[config.mk]
export PLATFORM = sky130hd
export DESIGN_NAME = avalon_msg_framer_flat
export DESIGN_NICKNAME = d
export VERILOG_FILES = /design/src/rtl/avalon_st_if.sv /design/src/rtl/avalon_msg_framer.sv /design/src/flat_wrapper.sv
export SDC_FILE = /design/constraint.sdc
export NUM_CORES = 1
export LEC_CHECK = 0
export BUFFER_PORTS_ARGS = -buffer_cell sky130_fd_sc_hd__buf_2
export CORE_MARGIN = 3
export CORE_UTILIZATION = 48
export DETAILED_ROUTE_END_ITERATION = 8
export GPL_TIMING_DRIVEN = 0
export HOLD_SLACK_MARGIN = 0.03
export MAX_ROUTING_LAYER = met4
export PLACE_DENSITY_LB_ADDON = 0.25
export SLEW_MARGIN = 5
export SYNTH_ARGS = -nofsm -noshare
export SYNTH_HDL_FRONTEND = slang
export SYNTH_SLANG_ARGS = --single-unit
[constraint.sdc]
create_clock -name clk -period 5.2 [get_ports clk]
set_input_delay 1.04 -clock clk [delete_from_list [all_inputs] [get_ports clk]]
set_output_delay 1.04 -clock clk [all_outputs]
set_load 0.005 [all_outputs]
[src/rtl/avalon_st_if.sv]
// Avalon-ST streaming bundle: data, valid/rdy handshake and sop/eop/empty framing.
// A beat transfers on any port iff valid && rdy at the rising clock edge.
interface avalon_st_if #(
  parameter int DATA_WIDTH_IN_BYTES = 16
);
  localparam int EW = (DATA_WIDTH_IN_BYTES > 1) ? $clog2(DATA_WIDTH_IN_BYTES) : 1;

  logic [8*DATA_WIDTH_IN_BYTES-1:0] data;
  logic                             valid;
  logic                             rdy;
  logic                             sop;
  logic                             eop;
  logic [EW-1:0]                    empty;

  modport master (output data, valid, sop, eop, empty, input rdy);
  modport slave  (input data, valid, sop, eop, empty, output rdy);
endinterface

[src/rtl/avalon_msg_framer.sv]
// Frames an unframed word stream into Avalon-ST messages (one sop, one eop,
// correct empty) from a byte-length command, through a 1-deep output register.
module avalon_msg_framer #(
  parameter int DATA_WIDTH_IN_BYTES = 16,
  parameter int LEN_WIDTH           = 16
) (
  input  logic                 clk,
  input  logic                 rst,
  input  logic                 cmd_valid,
  input  logic [LEN_WIDTH-1:0] cmd_len_bytes,
  output logic                 cmd_rdy,
  avalon_st_if.slave           raw_data,
  avalon_st_if.master          framed_msg,
  output logic                 zero_len_error,
  output logic                 msg_active,
  output logic [15:0]          msg_count
);
  localparam int W  = DATA_WIDTH_IN_BYTES;
  localparam int DW = 8 * W;
  localparam int EW = $clog2(W);

  typedef enum logic {IDLE = 1'b0, SEND = 1'b1} state_t;

  state_t               state, state_nxt;
  logic                 out_free, cmd_fire, raw_fire, last_word;
  logic [DW-1:0]        out_data;
  logic                 out_valid, out_sop, out_eop;
  logic [EW-1:0]        out_empty;
  logic [LEN_WIDTH-1:0] words_left, words_init;
  logic [EW-1:0]        last_empty, last_empty_init;
  logic                 first;

  assign out_free  = !out_valid || framed_msg.rdy;
  assign cmd_fire  = cmd_valid && cmd_rdy;
  assign raw_fire  = raw_data.valid && raw_data.rdy;
  assign last_word = (words_left == LEN_WIDTH'(1));

  // ceil(len/W) and (W - len%W) % W; the latter is the two's complement of
  // the low byte-offset bits, which is already 0 for whole-word lengths.
  assign words_init      = (cmd_len_bytes >> EW) + LEN_WIDTH'(|cmd_len_bytes[EW-1:0]);
  assign last_empty_init = '0 - cmd_len_bytes[EW-1:0];

  always_ff @(posedge clk) begin
    if (!rst) state <= IDLE;
    else      state <= state_nxt;
  end

  always_comb begin
    state_nxt = state;
    case (state)
      IDLE: if (cmd_fire && (cmd_len_bytes != '0)) state_nxt = SEND;
      SEND: if (raw_fire && last_word)             state_nxt = IDLE;
      default: state_nxt = IDLE;
    endcase
  end

  always_comb begin
    cmd_rdy      = 1'b0;
    raw_data.rdy = 1'b0;
    msg_active   = 1'b0;
    case (state)
      IDLE: cmd_rdy = 1'b1;
      SEND: begin
        raw_data.rdy = out_free;
        msg_active   = 1'b1;
      end
      default: cmd_rdy = 1'b0;
    endcase
  end

  always_ff @(posedge clk) begin
    if (!rst) begin
      out_data       <= '0;
      out_valid      <= 1'b0;
      out_sop        <= 1'b0;
      out_eop        <= 1'b0;
      out_empty      <= '0;
      words_left     <= '0;
      last_empty     <= '0;
      first          <= 1'b0;
      zero_len_error <= 1'b0;
      msg_count      <= '0;
    end else begin
      zero_len_error <= cmd_fire && (cmd_len_bytes == '0);
      if (cmd_fire && (cmd_len_bytes != '0)) begin
        words_left <= words_init;
        last_empty <= last_empty_init;
        first      <= 1'b1;
      end
      if (raw_fire) begin
        out_data   <= raw_data.data;
        out_valid  <= 1'b1;
        out_sop    <= first;
        out_eop    <= last_word;
        out_empty  <= last_word ? last_empty : '0;
        first      <= 1'b0;
        words_left <= words_left - LEN_WIDTH'(1);
        if (last_word) msg_count <= msg_count + 16'd1;
      end else if (out_free) begin
        // Bubble: framing flags never outlive the beat they belong to.
        out_valid <= 1'b0;
        out_sop   <= 1'b0;
        out_eop   <= 1'b0;
        out_empty <= '0;
      end
    end
  end

  assign framed_msg.data  = out_data;
  assign framed_msg.valid = out_valid;
  assign framed_msg.sop   = out_sop;
  assign framed_msg.eop   = out_eop;
  assign framed_msg.empty = out_empty;
endmodule

[src/flat_wrapper.sv]
// flat-port wrapper written by rule: the top's interface ports become plain ports
module avalon_msg_framer_flat 
#(
  parameter int DATA_WIDTH_IN_BYTES = 16,
  parameter int LEN_WIDTH           = 16
)
  (clk, rst, cmd_valid, cmd_len_bytes, cmd_rdy, zero_len_error, msg_active, msg_count, raw_data_data, raw_data_valid, raw_data_sop, raw_data_eop, raw_data_empty, raw_data_rdy, framed_msg_data, framed_msg_valid, framed_msg_sop, framed_msg_eop, framed_msg_empty, framed_msg_rdy);
  avalon_st_if #(.DATA_WIDTH_IN_BYTES(DATA_WIDTH_IN_BYTES)) raw_data_i ();
  avalon_st_if #(.DATA_WIDTH_IN_BYTES(DATA_WIDTH_IN_BYTES)) framed_msg_i ();
  input  logic clk;
  input  logic rst;
  input  logic cmd_valid;
  input  logic [LEN_WIDTH-1:0] cmd_len_bytes;
  output logic cmd_rdy;
  output logic zero_len_error;
  output logic msg_active;
  output logic [15:0] msg_count;
  input wire logic [$bits(raw_data_i.data)-1:0] raw_data_data;
  input wire logic [$bits(raw_data_i.valid)-1:0] raw_data_valid;
  input wire logic [$bits(raw_data_i.sop)-1:0] raw_data_sop;
  input wire logic [$bits(raw_data_i.eop)-1:0] raw_data_eop;
  input wire logic [$bits(raw_data_i.empty)-1:0] raw_data_empty;
  output wire logic [$bits(raw_data_i.rdy)-1:0] raw_data_rdy;
  output wire logic [$bits(framed_msg_i.data)-1:0] framed_msg_data;
  output wire logic [$bits(framed_msg_i.valid)-1:0] framed_msg_valid;
  output wire logic [$bits(framed_msg_i.sop)-1:0] framed_msg_sop;
  output wire logic [$bits(framed_msg_i.eop)-1:0] framed_msg_eop;
  output wire logic [$bits(framed_msg_i.empty)-1:0] framed_msg_empty;
  input wire logic [$bits(framed_msg_i.rdy)-1:0] framed_msg_rdy;
  assign raw_data_i.data = raw_data_data;
  assign raw_data_i.valid = raw_data_valid;
  assign raw_data_i.sop = raw_data_sop;
  assign raw_data_i.eop = raw_data_eop;
  assign raw_data_i.empty = raw_data_empty;
  assign raw_data_rdy = raw_data_i.rdy;
  assign framed_msg_data = framed_msg_i.data;
  assign framed_msg_valid = framed_msg_i.valid;
  assign framed_msg_sop = framed_msg_i.sop;
  assign framed_msg_eop = framed_msg_i.eop;
  assign framed_msg_empty = framed_msg_i.empty;
  assign framed_msg_i.rdy = framed_msg_rdy;
  avalon_msg_framer #(.DATA_WIDTH_IN_BYTES(DATA_WIDTH_IN_BYTES), .LEN_WIDTH(LEN_WIDTH)) u_core (.clk(clk), .rst(rst), .cmd_valid(cmd_valid), .cmd_len_bytes(cmd_len_bytes), .cmd_rdy(cmd_rdy), .raw_data(raw_data_i), .framed_msg(framed_msg_i), .zero_len_error(zero_len_error), .msg_active(msg_active), .msg_count(msg_count));
endmodule
==> flow_summary_export.csv <==
group,metric,value,unit
cells_and_area,final_core_util,67.45,%
floorplan,fp.dieH,124.4,um
sta,clock-skew-final,7.268,ps
worst_setup_path,crit_path_end_kind,"output port",
routing,drt-total-wl,21150,um
routing,first_pass_iters,5,
floorplan,coreArea,13450,sq um
worst_setup_path,reg2regPathDepth,7,
power_and_ir_drop,peakVddDrop,0.2636,mV
synthesis,synth_area,6726,sq um
routing,drt-vias-per-instance,5.172,
worst_setup_path,slowest_delay,490,ps
worst_setup_path,crit_path_start_kind,"input pin",
clock_network,clk_latency,430,ps
synthesis,synthTopCellsByCount,"278 x nand2_1, 174 x dfxtp_1, 150 x a21oi_1",
routing,num_vias,7039,
grt,antenna_found_initial,2,
placed_design,place_inst,1327,
synthesis,avgSynthCellArea,7.932,sq um
sta,final-setup-viol-count,0,
synthesis,syn-num-nets,1009,
flow_run,max_cap_viol_count,0,
worst_setup_path,crit_top_cell,"buf_2",
worst_setup_path,arrival,2010,ps
worst_setup_path,critPathKind,"in -> out",
grt,grt_max_degree,17,
worst_hold_path,worstHoldStart,"u_core.framed_msg.data[35]$_SDFFE_PN0N_",
clock_network,cts-root-buf,"clkbuf_16",
floorplan,dieArea,15470,sq um
sta,max_slew_margin,44.71,%
clock_network,cts_inserted_buffers,17,
grt,grt_first_pass_wirelength,33330,um
worst_setup_path,path_cells,"buf_2, nor2b_1, clkbuf_1, nor2_1, buf_2",
routing,antenna_left,0,
clock_network,clockBufferDepth,2,
sta,rsz0062_at_grt,"false",
grt,grt_overflow,0,
worst_hold_path,hold_depth,2,
clock_network,postCtsSetupRepairBufs,0,
worst_hold_path,holdPathEnd,"u_core.framed_msg.data[35]$_SDFFE_PN0N_",
synthesis,synth_cells,848,
cells_and_area,nets,1331,
power_and_ir_drop,power_switching,743.0,uW
floorplan,fp.dieW,124.4,um
clock_network,cts_tree,"built",
cells_and_area,fin_cells,1361,
worst_setup_path,r2r-end,"u_core.framed_msg.data[24]$_SDFFE_PN0N_",
power_and_ir_drop,power_frac_seq,46.7,%
clock_network,cts_resized,0,
clock_network,h-tree-depth,4,
synthesis,ys_warn_count,0,
cells_and_area,drive_above_1_share,29.42,%
sta,worst_pin_slew,823.0,ps
routing,dr.first_iter.drc_count,412,
worst_hold_path,hp-class,"reg -> reg",
power_and_ir_drop,pwr-share-clk,42.4,%
placed_design,placed_area,8463,sq um
worst_setup_path,cpMaxStageDelayCell,"clkbuf_1",
synthesis,synth_seq_cells,174,
placed_design,dpl.hpwl,15800,um
floorplan,start_util,50.00,%
placed_design,place_congestion,0.8718,
worst_setup_path,r2r_slack,2460,ps
sta,fmax,0.3283,GHz
synthesis,seq_area_frac_synth,51.79,%
routing,drc,0,
grt,grt_usage,27.29,%
power_and_ir_drop,finalPower,3.042,mW
power_and_ir_drop,p_sw_share,24.42,%
power_and_ir_drop,powerDensity,335.3,nW/um^2
sta,period_share,58.57,%
synthesis,yosys.cell_count.top_type,"nand2_1",
power_and_ir_drop,cellLeakagePower,3.956,nW
routing,avgRoutedWirePerCell,15.54,um
synthesis,netlist.top_cell.by_area,"dfxtp_1",
synthesis,netlist_top_cells_area,"dfxtp_1 52%, nand2_1 16%, a21oi_1 11%",
power_and_ir_drop,pwr-share-comb,10.9,%
synthesis,yosysTopAreaCellShare,51.79,%
grt,grt_pass1_vias,6639,
cells_and_area,area_growth_syn_to_layout,34.90,%
outcome,status,"complete, no violations",
sta,period_needed,3046,ps
placed_design,portBuffers,303,
sta,fin_setup_tns,0,ps
worst_setup_path,rr_startpoint,"u_core.framed_msg.valid$_SDFFE_PN0P_",
worst_setup_path,critPathMaxFanout,10,
sta,maxSlewViolCount,0,
clock_network,path_clk_slew,60,ps
worst_setup_path,cp_top_family,"buffers and inverters",
worst_setup_path,path_buf_inv,3,
power_and_ir_drop,p_int,2.299,mW
worst_setup_path,required,4160,ps
clock_network,clock_sinks,174,
clock_network,postCtsHoldBufs,0,
synthesis,synth_flop_cell,"dfxtp_1",
floorplan,ioPinCount,310,
synthesis,synth_edf_count,0,
cells_and_area,finish.instance_area,9074,sq um
floorplan,num_rows,42,
synthesis,synthArstFlopShare,0,%
sta,hold_viol,0,
cells_and_area,fillers,1207,
synthesis,ys_types,48,
-- per-stage QoR --
step                worst slack, ps  hold WS, ps
floorplan                      2448        436.0
global placement               1764        438.2
detailed placement             1724        443.1
CTS                            2166        451.7
global route                   1953        464.9
finish                         2154        450.7
-- power by group through the flow --
stage / clock, mW / sequential (mW) / combinational [mW]
after detailed placement: 0 / 1.45 / 0.331
final: 1.29 / 1.42 / 0.332
after floorplan: 0 / 1.45 / 0.167
after global routing: 1.36 / 1.43 / 0.371
after global placement: 0 / 1.45 / 0.328
after CTS: 1.31 / 1.42 / 0.333
-- per-layer routing --
layer  up-vias  GRT usage, %  wire length (um)
met5         -             -                 0
met4         0         9.736               476
met3        34         6.518              1638
met2       264         45.20             10480
met1      3231         32.51              8559
li1       3510             -                 -
-- worst reg2reg max path: stages (launching register included) --
cell and delay [ps]:
dfxtp_1 310, nor2b_1 140, clkbuf_1 280, nor2_1 620, clkbuf_1 600, clkbuf_1 390
nand2_1 100, a21oi_1 200
-- layout by cell type (no fill, tap or decap), types with 3 or more instances in the layout --
| master | Yosys | layout |
|---|---|---|
| clkbuf_16 | 0 | 17 |
| and3_1 | 4 | 4 |
| xnor2_1 | 12 | 12 |
| a31oi_1 | 4 | 4 |
| nor4_1 | 7 | 7 |
| clkbuf_1 | 53 | 55 |
| clkbuf_8 | 0 | 5 |
| nand2_1 | 278 | 278 |
| o21a_1 | 4 | 4 |
| a21oi_1 | 150 | 150 |
| nand4_1 | 11 | 11 |
| buf_2 | 2 | 305 |
| o21ai_0 | 13 | 13 |
| nand2b_1 | 3 | 3 |
| o311ai_0 | 3 | 3 |
| xor2_1 | 5 | 5 |
| o31ai_1 | 4 | 4 |
| nand3_1 | 16 | 16 |
| nor2_1 | 31 | 31 |
| inv_1 | 11 | 11 |
| a22oi_1 | 5 | 5 |
| ha_1 | 6 | 6 |
| nor3_1 | 11 | 11 |
| or3_1 | 11 | 11 |
| dfxtp_1 | 174 | 174 |
-- final cells by class --
| class | count | area [sq um] | share of cell area [%] |
|---|---|---|---|
| Clock inverter | 8 | 103.9 | 1.145 |
| Buffer | 56 | 220.2 | 2.427 |
| Tap cell | 176 | 220.2 | 2.427 |
| Clock buffer | 24 | 501.7 | 5.530 |
| Antenna cell | 2 | 5.005 | 0.05516 |
| Inverter | 11 | 41.29 | 0.4550 |
| Multi-Input combinational cell | 607 | 2982 | 32.86 |
| Sequential cell | 174 | 3483 | 38.39 |
| Timing Repair Buffer | 303 | 1516 | 16.71 |
-- cells by family (layout without fill, tap and decap cells) --
family | after synthesis | count (layout) | synth area share (%)
and+or+nand+nor | 388 | 388 | 25.00
AOI/OAI and AO/OA | 196 | 196 | 16.00
DFF | 174 | 174 | 51.79
buffers and inverters | 67 | 402 | 3.888
xor gates and xnor gates | 17 | 17 | 2.214
adders and majority gates | 6 | 6 | 1.116
other | 0 | 2 | 0
-- sequential cells by signal (all words and copies together) (netlist names) --
| name | flops |
|---|---|
| u_core.first | 1 |
| u_core.framed_msg.data | 128 |
| u_core.framed_msg.empty | 4 |
| u_core.framed_msg.eop | 1 |
| u_core.framed_msg.sop | 1 |
| u_core.framed_msg.valid | 1 |
| u_core.last_empty | 4 |
| u_core.msg_count | 16 |
| u_core.state | 1 |
| u_core.words_left | 16 |
| u_core.zero_len_error | 1 |
-- worst max path at each step --
stage / depth (start not counted) / startpoint / slack [ps] / endpoint
after floorplan: 11 / cmd_len_bytes[0] / 2450 / u_core.words_left[8]$_SDFFE_PN0P_
after global placement: 8 / framed_msg_rdy / 1760 / u_core.framed_msg.data[100]$_SDFFE_PN0N_
after detailed placement: 8 / framed_msg_rdy / 1720 / u_core.framed_msg.data[1]$_SDFFE_PN0N_
after CTS: 5 / framed_msg_rdy / 2170 / raw_data_rdy
after global routing: 8 / framed_msg_rdy / 1950 / u_core.framed_msg.data[116]$_SDFFE_PN0N_
final: 5 / framed_msg_rdy / 2150 / raw_data_rdy
(Power assumes the default switching activity.)
